==> config.mk <==
export PLATFORM = sky130hd
export DESIGN_NAME = alu_nibble_sequencer
export DESIGN_NICKNAME = d
export VERILOG_FILES = /design/src/rtl/alu_pkg.sv /design/src/rtl/alu_nibble_sequencer.sv
export SDC_FILE = /design/constraint.sdc
export NUM_CORES = 1
export LEC_CHECK = 0
export BUFFER_PORTS_ARGS = -buffer_cell sky130_fd_sc_hd__clkbuf_2
export CAP_MARGIN = 40
export CORE_ASPECT_RATIO = 0.5
export CORE_UTILIZATION = 48
export DETAILED_ROUTE_END_ITERATION = 10
export PLACE_DENSITY = 0.87
export SYNTH_ARGS = -nofsm -noshare
export SYNTH_HDL_FRONTEND = slang
export SYNTH_SLANG_ARGS = --single-unit
export TNS_END_PERCENT = 1
==> constraint.sdc <==
create_clock -name clk -period 2.13 [get_ports clk]
set_input_delay 0.213 -clock clk [delete_from_list [all_inputs] [get_ports clk]]
set_output_delay 0.213 -clock clk [all_outputs]
set_load 0.01 [all_outputs]
==> src/rtl/alu_pkg.sv <==
// Shared types and constants for the 4-bit ALU and the wide-operand sequencer.
package alu_pkg;

   localparam int unsigned NIBBLE = 4;
   localparam int unsigned CMD_W  = 2;

   typedef struct packed {
      logic             b_inv;
      logic             carry_disable;
      logic [CMD_W-1:0] cmd;
   } AluCtrl;

   localparam logic [CMD_W-1:0] ALU_SUM = 2'd0;
   localparam logic [CMD_W-1:0] ALU_AND = 2'd1;
   localparam logic [CMD_W-1:0] ALU_OR  = 2'd2;

endpackage

==> src/rtl/alu_nibble_sequencer.sv <==
// Drives the 4-bit ALU one nibble per cycle (LSB first), chaining carries to build a WIDTH-bit result.
module alu_nibble_sequencer
   import alu_pkg::*;
#(
   parameter int unsigned WIDTH = 16
) (
   input  logic              clk,
   input  logic              rst_n,
   input  logic              req_valid,
   output logic              req_ready,
   input  logic [WIDTH-1:0]  req_a,
   input  logic [WIDTH-1:0]  req_b,
   input  AluCtrl            req_ctrl,
   input  logic              req_carry_in,
   output logic [NIBBLE-1:0] alu_d1,
   output logic [NIBBLE-1:0] alu_d2,
   output logic              alu_carry_in,
   output AluCtrl            alu_ctrl,
   input  logic [NIBBLE-1:0] alu_res,
   input  logic              alu_carry_out,
   output logic              resp_valid,
   input  logic              resp_ready,
   output logic [WIDTH-1:0]  resp_res,
   output logic              resp_carry_out,
   output logic              resp_zero
);

   localparam int unsigned N     = WIDTH / NIBBLE;
   localparam int unsigned IDX_W = (N > 1) ? $clog2(N) : 1;

   if (((WIDTH % NIBBLE) != 0) || (WIDTH < 8)) begin : g_width_check
      $error("alu_nibble_sequencer: WIDTH must be a multiple of 4 and at least 8");
   end

   typedef enum logic [1:0] {IDLE, RUN, DONE} state_t;

   state_t                   state;
   logic [IDX_W-1:0]         idx;
   logic [IDX_W-1:0]         idx_nxt;
   logic                     last;
   logic [N-1:0][NIBBLE-1:0] a_q;
   logic [N-1:0][NIBBLE-1:0] b_q;
   logic [N-1:0][NIBBLE-1:0] result;
   logic [N-1:0][NIBBLE-1:0] result_nxt;

   // result with the current ALU nibble merged in
   always_comb begin
      idx_nxt         = idx + IDX_W'(1);
      last            = (idx == IDX_W'(N - 1));
      result_nxt      = result;
      result_nxt[idx] = alu_res;
   end

   assign resp_res = result;

   // alu_* drive is registered one nibble ahead so the ALU sees stable operands for a full cycle
   always_ff @(posedge clk or negedge rst_n) begin
      if (!rst_n) begin
         state          <= IDLE;
         idx            <= '0;
         a_q            <= '0;
         b_q            <= '0;
         result         <= '0;
         req_ready      <= 1'b1;
         resp_valid     <= 1'b0;
         resp_carry_out <= 1'b0;
         resp_zero      <= 1'b1;
         alu_d1         <= '0;
         alu_d2         <= '0;
         alu_carry_in   <= 1'b0;
         alu_ctrl       <= '0;
      end else begin
         case (state)
            IDLE: begin
               if (req_valid) begin
                  a_q            <= req_a;
                  b_q            <= req_b;
                  idx            <= '0;
                  result         <= '0;
                  resp_carry_out <= 1'b0;
                  resp_zero      <= 1'b1;
                  req_ready      <= 1'b0;
                  alu_d1         <= req_a[NIBBLE-1:0];
                  alu_d2         <= req_b[NIBBLE-1:0];
                  alu_carry_in   <= req_carry_in;
                  alu_ctrl       <= req_ctrl;
                  state          <= RUN;
               end
            end
            RUN: begin
               result    <= result_nxt;
               resp_zero <= (result_nxt == '0);
               idx       <= idx_nxt;
               if (last) begin
                  resp_valid     <= 1'b1;
                  resp_carry_out <= (alu_ctrl.cmd == ALU_SUM) & alu_carry_out;
                  alu_d1         <= '0;
                  alu_d2         <= '0;
                  alu_carry_in   <= 1'b0;
                  alu_ctrl       <= '0;
                  state          <= DONE;
               end else begin
                  alu_d1       <= a_q[idx_nxt];
                  alu_d2       <= b_q[idx_nxt];
                  alu_carry_in <= alu_carry_out;
               end
            end
            DONE: begin
               if (resp_ready) begin
                  resp_valid <= 1'b0;
                  req_ready  <= 1'b1;
                  state      <= IDLE;
               end
            end
            default: state <= IDLE;
         endcase
      end
   end

endmodule

# [Word level (Yosys, flattened, before mapping)]
# Cells that the tools add are included.
# W data, S select, Z words.
[totals] register_bits=69 in_bits=46 output_inout_bits=33 elab_cells=85
[op_classes] add_sub_neg=1 order_cmp=3 n_eq_ne=6 muxes=37 bitwise_logic=1 reduce_logical=13
[ops] operator="$mux W4" count=9
[ops] operator="$pmux W16 S2" count=1
[ops] operator="$pmux W4 S2" count=3
[ops] operator="$bmux W4 S2" count=2
[ops] operator="$bwmux W16" count=1
[ops] operator="$logic_not A16 Y1" count=1
[ops] operator="$mux W16" count=1
[ops] operator="$reduce_and A3 Y1" count=4
[ops] operator="$pmux W1 S2" count=5
[ops] operator="$demux W4 S2" count=1
[ops] operator="$mux W1" count=8
[ops] operator="$mux W2" count=4
[ops] operator="$lt A2 B3 Y1 const B" count=2
[ops] operator="$ne A2 B2 Y1 const B" count=3
[ops] operator="$pmux W2 S3" count=1
[ops] operator="$reduce_bool A2 Y1" count=3
[ops] operator="$eq A2 B2 Y1 const B" count=2
[ops] operator="$logic_not A2 Y1" count=2
[ops] operator="$pmux W2 S2" count=1
[ops] operator="$reduce_and A2 Y1" count=2
[ops] operator="$add A2 B1 Y2 const B" count=1
[ops] operator="$eq A2 B1 Y1 const B" count=1
[ops] operator="$ge A2 B1 Y1 const B" count=1
[ops] operator="$and A1 B1 Y1" count=1
[ops] operator="$logic_and A1 B1 Y1" count=1

# [Logic depth before layout (Yosys ltp)]
# Gate-level depths: netlist of the first run.
[depth] depth_word=7 ltp_mapped=8

# [Least setup slack after synthesis of the first run]
# Ideal clock, no wire load.
[synth_timing] path_kind="register -> register" from="register idx[0]" to="register resp_zero" setup_time_ns=0.072 arrival_time_ns=2.053 t_required_ns=2.058 setup_slack_ns=0.006 path_stages_with_launch=8 n_path_buf=2 synth_period_minus_slack_ns=2.124 path_cell_list="dfrtp_1 -> buf_2 -> inv_1 -> ha_1 -> buf_4 -> o32a_1 -> or4_1 -> o21ai_1"
[synth_between] elab_chain_cells=7 elab_cells_between_ends=8 classes_between="2 x order compare; 4 x mux; 2 x reduce/logical"
[synth_lines] element="start, declared" line="alu_nibble_sequencer.sv:38" source="logic [IDX_W-1:0] idx;"
[synth_lines] element="start signal, assigned" line="alu_nibble_sequencer.sv:93" source="idx <= idx_nxt;"
[synth_lines] element="$lt A2 B3 Y1 (implied by the code) or $ge A2 B1 Y1 (tied branches)" line="alu_nibble_sequencer.sv:51" source="result_nxt[idx] = alu_res;"
[synth_lines] element="$logic_and A1 B1 Y1 (implied by the code)" line="alu_nibble_sequencer.sv:51"
[synth_lines] element="$mux W4 (implied by the code)" line="alu_nibble_sequencer.sv:51"
[synth_lines] element="$demux W4 S2 *" line="alu_nibble_sequencer.sv:51"
[synth_lines] element="$bwmux W16 *" line="alu_nibble_sequencer.sv:51"
[synth_lines] element="$logic_not A16 Y1 *" line="alu_nibble_sequencer.sv:92" source="resp_zero <= (result_nxt == '0);"
[synth_lines] element="$pmux W1 S2 *" line="alu_nibble_sequencer.sv:73" source="case (state)"
[synth_lines] element="end signal, assigned" line="alu_nibble_sequencer.sv:92"
[synth_lines] element="end, declared" line="alu_nibble_sequencer.sv:25" source="output logic resp_zero"
# Mark *: on every way between the ends. The rest lies on a longest branch, timed or not.
# A chain may end at the register's enable or synchronous reset.

# [Worst setup path after layout of the first run]
[layout_timing] from="register idx[1]" to="register resp_zero"
# Same word-level chain as after synthesis.

==> metrics.md, run 1 <==
| Metric | Value |
|---|---|
| WS Path Type | `register to register` |
| RD Place Congestion | `0.8143` |
| Post-CTS resize count | `0` |
| Area contributors post-synth | `dfrtp_1, nand2_1, mux4_2` |
| CP peak stage delay | `0.51 ns` |
| CP bufs+invs | `1` |
| Synth top cells by count | `nand2_1, dfrtp_1, a32o_1, inv_1` |
| RSZ-0062 raised after global routing | `false` |
| Worst Path Required | `2.39 ns` |
| CP Cell Sequence | `inv_1 -> ha_1 -> mux2_4 -> o32a_1 -> or4_1 -> o21ai_1` |
| Fin Clk Skew | `roughly 0.005 ns` |
| Drt first pass iters | `5` |
| Top sig layer | `met4` |
| Initial Utilization | `0.5063` |
| Post-synth EDFFs | `0` |
| Power Total | `6.542 mW` |
| First-pass GRT wire length | `11.94 mm` |
| Area of the multi-input gates | `1255 um2` |
| Die Width | `between 100 and 150 um` |
| N_diodes | `0` |
| Post-DP HPWL | `about 4.7 mm` |
| Mapped Nets | `356` |
| Via density | `5.456` |
| Nets | `436` |
| Initial antenna violation count | `0` |
| # fillers | `454` |
| Final WL | `7.242 mm` |
| Seq/Total Area, Yosys | `0.5526` |
| Setup TNS | `0 ns` |
| Vias | `between 2000 and 3000` |
| Slew at the pin with the worst max-slew slack | `0.4856 ns` |
| Pin count of the biggest net entering global routing | `70` |
| Hold Crit Class | `input pin to register` |
| Fmax | `520.8 MHz` |
| Io pins | `79` |
| WL met2 | `3.670 mm` |
| Core Area | `6181 um2` |
| # port buffers | `78` |
| CP Max Fanout | `4` |
| Post-DP Area | `roughly 3600 um2` |
| Die height | `59.10 um` |
| Vias in the first global route | `2494` |
| Met3 WL | `409 um` |
| Leakage | `2.054 nW` |
| Minimum clock period | `1.920 ns` |
| Status | `finished, final reports clean` |
| Syn-to-layout area delta | `25.75%` |
| #FFs+latches synth | `69` |
| Global-route usage over all layers | `0.2362` |
| Reg area | `1729 um2` |
| Top-area cell type share of the netlist area | `0.5358` |
| Crit start category | `register` |
| Layout cells sized above 1 | `0.3000` |
| Fin area | `3935 um2` |
| Setup violators final | `0` |
| FFs w/ async S/R, synth | `1.000` |
| Fin. max-slew vios | `0` |
| Clk_lat worst skew | `0.34 ns` |
| Synth Flop Type | `dfrtp_1` |
| Arrival @ worst endpoint | `between 2 and 2.5 ns` |
| Period utilization | `0.9014` |
| Clk buf depth | `2` |
| CP delay by family, top | `simple AND/OR/NAND/NOR gates` |
| Final Hold Vio Count | `0` |
| CTS tree | `built` |
| Critical-path top delay cell | `or4_1` |
| DRC | `0` |
| Peak VDD IR | `0.6790 mV` |
| Final ANT Viol Nets | `0` |
| MaxCap Viol Count | `0` |
| CTS root buffer | `clkbuf_16` |
| Sinks on Clock Net | `69` |
| Syn Area/Cell | `10.26 um2` |
| Slew Limit Headroom | `0.6729` |
| Synthesis Warnings | `0` |
| DRT iter0 DRCs | `178` |
| Flop2flop setup slack | `0.21 ns` |
| Row count | `20` |
| Area of the mapped netlist | `3129 um2` |
| Cell taking the most area after synthesis | `dfrtp_1` |
| Worst-path clk slew | `0.06 ns` |
| Die ar. | `roughly 6900 um2` |
| Synthesized netlist cell count | `305` |
| Number of CTS-inserted buffers | `9` |
| Metal-1 WL | `3.038 mm` |
| P per Cell Area | `roughly 1700 nW/um2` |
| Most common cell in the netlist | `nand2_1` |
| Layout Utilization | `0.6366` |
| Endpoint type of the worst setup path | `register` |
| WL/cell | `15.15 um` |
| Gr ovfl total | `0` |
| Netlist cell types | `36` |
| Htree depth | `3` |
==> flip-flops by register name (all words and copies together) (netlist names) <==
register / flops
idx: 2
alu_carry_in: 1
a_q: 16
alu_d2: 4
b_q: 16
resp_zero: 1
resp_res: 16
alu_d1: 4
req_ready: 1
state: 2
alu_ctrl: 4
resp_valid: 1
resp_carry_out: 1
==> cells by family (layout without fill, tap and decap cells) <==
logic type,count (synthesis),count (layout),share of synthesized area
simple gates,122,122,0.1559
flops,69,69,0.5526
compound gates,55,55,0.1315
buf+inv,36,121,0.04878
mux,18,18,0.09116
fa+ha+maj,5,5,0.01999
==> worst min-delay path: stages <==
cell      delay [ns]
clkbuf_2        0.07
nand2_1         0.04
nand2_1         0.04
==> timing repair <==
item	in CTS	in global routing
buffers inserted	0	0
hold buffers	1	0
endpoints found under the hold margin	67	0
==> report_power, final <==
group | leakage (nW) | switching, mW | internal [mW]
Combinational | 1.05 | 1.55 | 1.23
Sequential | 0.870 | 0.394 | 1.91
Clock | 0.138 | 0.550 | 0.903
Total | 2.05 | 2.49 | 4.05
==> layout make-up <==
type / count / area share
flip-flops and latches: 69 / 0.4394
clock inverters: 6 / 0.01622
inverters: 16 / 0.01526
well taps: 88 / 0.02798
multi-input cells: 200 / 0.3189
repair buffers: 89 / 0.1240
clock buffers: 10 / 0.05819
==> cell usage in the layout (no fill, tap or decap), types with 2 or more instances in the layout <==
cell type	count
nand2_1	105
clkbuf_2	77
dfrtp_1	67
inv_1	16
a32o_1	16
a21oi_1	9
mux2i_1	9
clkbuf_16	9
buf_4	9
mux4_2	8
o22ai_1	8
o21ai_0	7
nor2_1	5
ha_1	5
a22o_1	4
nor3_1	4
nand2b_1	2
or4_1	2
o31ai_1	2
clkinv_2	2
clkinvlp_4	2
dfstp_2	2
==> through the flow <==
step | hold slack (ns) | std cells | setup WS [ns]
finish | 0.06428 | 478 | 0.2100
global route | 0.07414 | 478 | 0.09931
CTS | 0.06239 | 478 | 0.2025
detailed placement | 0.2660 | 461 | 0.2197
global placement | 0.2549 | 461 | 0.2950
floorplan | -0.08259 | 305 | 0.005526
==> metal layers <==
| metal | track usage | vias up |
|---|---|---|
| met1 | 0.3013 | 1294 |
| met5 | 0 | - |
| li1 | - | 1215 |
| met2 | 0.3903 | 87 |
| met4 | 0.08425 | 0 |
| met3 | 0.07055 | 12 |
==> worst paths after layout <==
check                            end      from  cells after the start
hold / removal                b_q[6]  req_b[6]                      3
hold reg to reg              b_q[15]   b_q[15]                      2
min in group asynchronous     b_q[4]     rst_n                      3
setup / recovery           resp_zero    idx[1]                      6
max in group asynchronous  resp_zero     rst_n                      3
setup reg to reg           resp_zero    idx[1]                      6
Power figures use the tool's default switching activity.
==> run 2, diff against run 1 <==
Settings changed: CORE_UTILIZATION 48 to 55, PLACE_DENSITY 0.87 to 0.93.
Clock period 2.13 ns to 2.23 ns, I/O delays scaled along.
==> metrics.md, run 2 (synthesis results as in run 1) <==
| Metric | Value |
|---|---|
| Layout cells sized above 1 | `0.2946 (-0.005426)` |
| Clk buf depth | `2 (unchanged)` |
| Fin Clk Skew | `0.008043 ns (+0.003094 ns)` |
| Final WL | `8.296 mm (+15%)` |
| Vias | `2789 (+6.9%)` |
| CP Max Fanout | `10 (+6)` |
| Worst-path clk slew | `0.06 ns (about the same)` |
| # port buffers | `78 (unchanged)` |
| Post-CTS resize count | `0 (unchanged)` |
| Peak VDD IR | `0.8007 mV (+18%)` |
| FF-to-FF End | `resp_zero` |
| CTS Hold Buffers Added | `1 (unchanged)` |
| Number of CTS-inserted buffers | `9 (unchanged)` |
| Gr ovfl total | `0 (unchanged)` |
| Clk_lat worst skew | `0.34 ns (about the same)` |
| Nets | `433 (-0.69%)` |
| Sinks on Clock Net | `69 (unchanged)` |
| Setup violators final | `0 (unchanged)` |
| CP Cell Sequence | `inv_1 -> ha_1 -> o32a_1 -> or4_1 -> o21ai_1` |
| N_diodes | `0 (unchanged)` |
| Htree depth | `3 (unchanged)` |
| CP peak stage delay | `0.52 ns (about the same)` |
| Reg2Reg Depth | `5 (-1)` |
| P per Cell Area | `1641 nW/um2 (-1.3%)` |
| DRT iter0 DRCs | `280 (+57%)` |
| Layout Utilization | `0.7501 (+0.1135)` |
| DRC | `0 (unchanged)` |
| Final ANT Viol Nets | `0 (unchanged)` |
| Worst Hold Launch | `req_b[10]` |
| Die height | `55.34 um (-6.4%)` |
| Minimum clock period | `1.989 ns (+0.06877 ns)` |
| Fin. max-slew vios | `0 (unchanged)` |
| Flop2flop setup slack | `0.24 ns (+0.03 ns)` |
| Global-route usage over all layers | `0.3009 (+0.06472)` |
| RD Place Congestion | `0.8568 (+5.2%)` |
| Crit start category | `register` |
| WL/cell | `18.15 um (+20%)` |
| Worst Path Required | `2.49 ns (+0.10 ns)` |
| RSZ-0062 raised after global routing | `false` |
| CTS tree | `built` |
| Pin count of the biggest net entering global routing | `70 (unchanged)` |
| Hold endpoint | `b_q[10]` |
| Hold Crit Depth | `3 (unchanged)` |
| Post-Layout Cell Count | `457 (-4.4%)` |
| # fillers | `305 (-33%)` |
| Row count | `18 (-10%)` |
| WHS | `0.07858 ns (+0.01430 ns)` |
| R2r startpoint | `idx[0]` |
| Critical-path top delay cell | `or4_1` |
| Period utilization | `0.8918 (-0.009583)` |
| Die ar. | `6013 um2 (-12%)` |
| Arrival @ worst endpoint | `2.24 ns (+0.06 ns)` |
| Placed Instances | `440 (-4.6%)` |
| Post-DP Area | `3600 um2 (-0.90%)` |
| Core Area | `5202 um2 (-16%)` |
| Io pins | `79 (unchanged)` |
| Slew at the pin with the worst max-slew slack | `0.6065 ns (+0.1209 ns)` |
| Endpoint type of the worst setup path | `register` |
| Setup TNS | `0 ns (unchanged)` |
| Leading cell type in the layout, fill and taps excluded | `nand2_1` |
| Fin area | `3902 um2 (-0.83%)` |
| CTS root buffer | `clkbuf_16` |
| Final Hold Vio Count | `0 (unchanged)` |
| Syn-to-layout area delta | `24.71%` |
| Die Width | `108.7 um (-6.5%)` |
| Hold Crit Class | `input pin to register` |
| Dpl ws | `0.3025 ns (+0.08278 ns)` |
| Via density | `6.103 (+12%)` |
| Initial Utilization | `0.6015 (+0.09522)` |
| Drt first pass iters | `5 (unchanged)` |
| Final worst slack | `0.2412 ns (+0.03123 ns)` |
| Power Total | `6.403 mW (-2.1%)` |
| WS Path Type | `register to register` |
| Leakage | `2.053 nW (about the same)` |
| MaxCap Viol Count | `0 (unchanged)` |
| Initial antenna violation count | `0 (unchanged)` |
| Post-DP HPWL | `5.092 mm (+8.4%)` |
| Vias in the first global route | `2813 (+13%)` |
| Fmax | `502.8 MHz (-3.5%)` |
| Postcts setup bufs | `0 (unchanged)` |
| Status | `finished, final reports clean` |
| Slew Limit Headroom | `0.5939 (-0.07895)` |
| First-pass GRT wire length | `13.43 mm (+12%)` |
| Most frequent cells in the layout | `nand2_1, clkbuf_2, dfrtp_1` |
-- run 2: per-layer routing --
metal / track usage / vias up / wire length, um
li1: - / 1212 / -
met1: 0.3643 / 1359 / 3248
met2: 0.4765 / 183 / 4053
met3: 0.1145 / 35 / 727
met4: 0.1429 / 0 / 266
met5: 0 / - / 0
-- run 2: power breakdown --
part           switching [mW]  internal, mW
clock                   0.524         0.888
combinational            1.60          1.17
sequential              0.400          1.83
total                    2.52          3.88
-- run 2: worst max-delay path by stage --
stage | start | end | slack, ns
after detailed placement | idx[0] | resp_zero | 0.30
final | idx[0] | resp_zero | 0.24
after floorplan | idx[0] | resp_zero | 0.11
after global placement | idx[1] | resp_zero | 0.40
after CTS | idx[0] | resp_zero | 0.27
after global routing | idx[0] | resp_zero | 0.16
-- run 2: layout make-up --
class                           instances  area [um2]  area share
Sequential cell                        69        1729      0.4431
Multi-Input combinational cell        200        1255      0.3216
Timing Repair Buffer                   86       478.0      0.1225
Clock buffer                           11       242.7     0.06220
Tap cell                               70       87.58     0.02244
Inverter                               16       60.06     0.01539
Clock inverter                          5       50.05     0.01282
-- run 2: critical path: cells and delay by family, from the launching register on --
family | cells | cell delay [ns]
AOI/OAI and AO/OA | 2 | 0.54
and+or+nand+nor | 1 | 0.52
DFF | 1 | 0.43
adders and majority gates | 1 | 0.33
buffers and inverters | 1 | 0.10
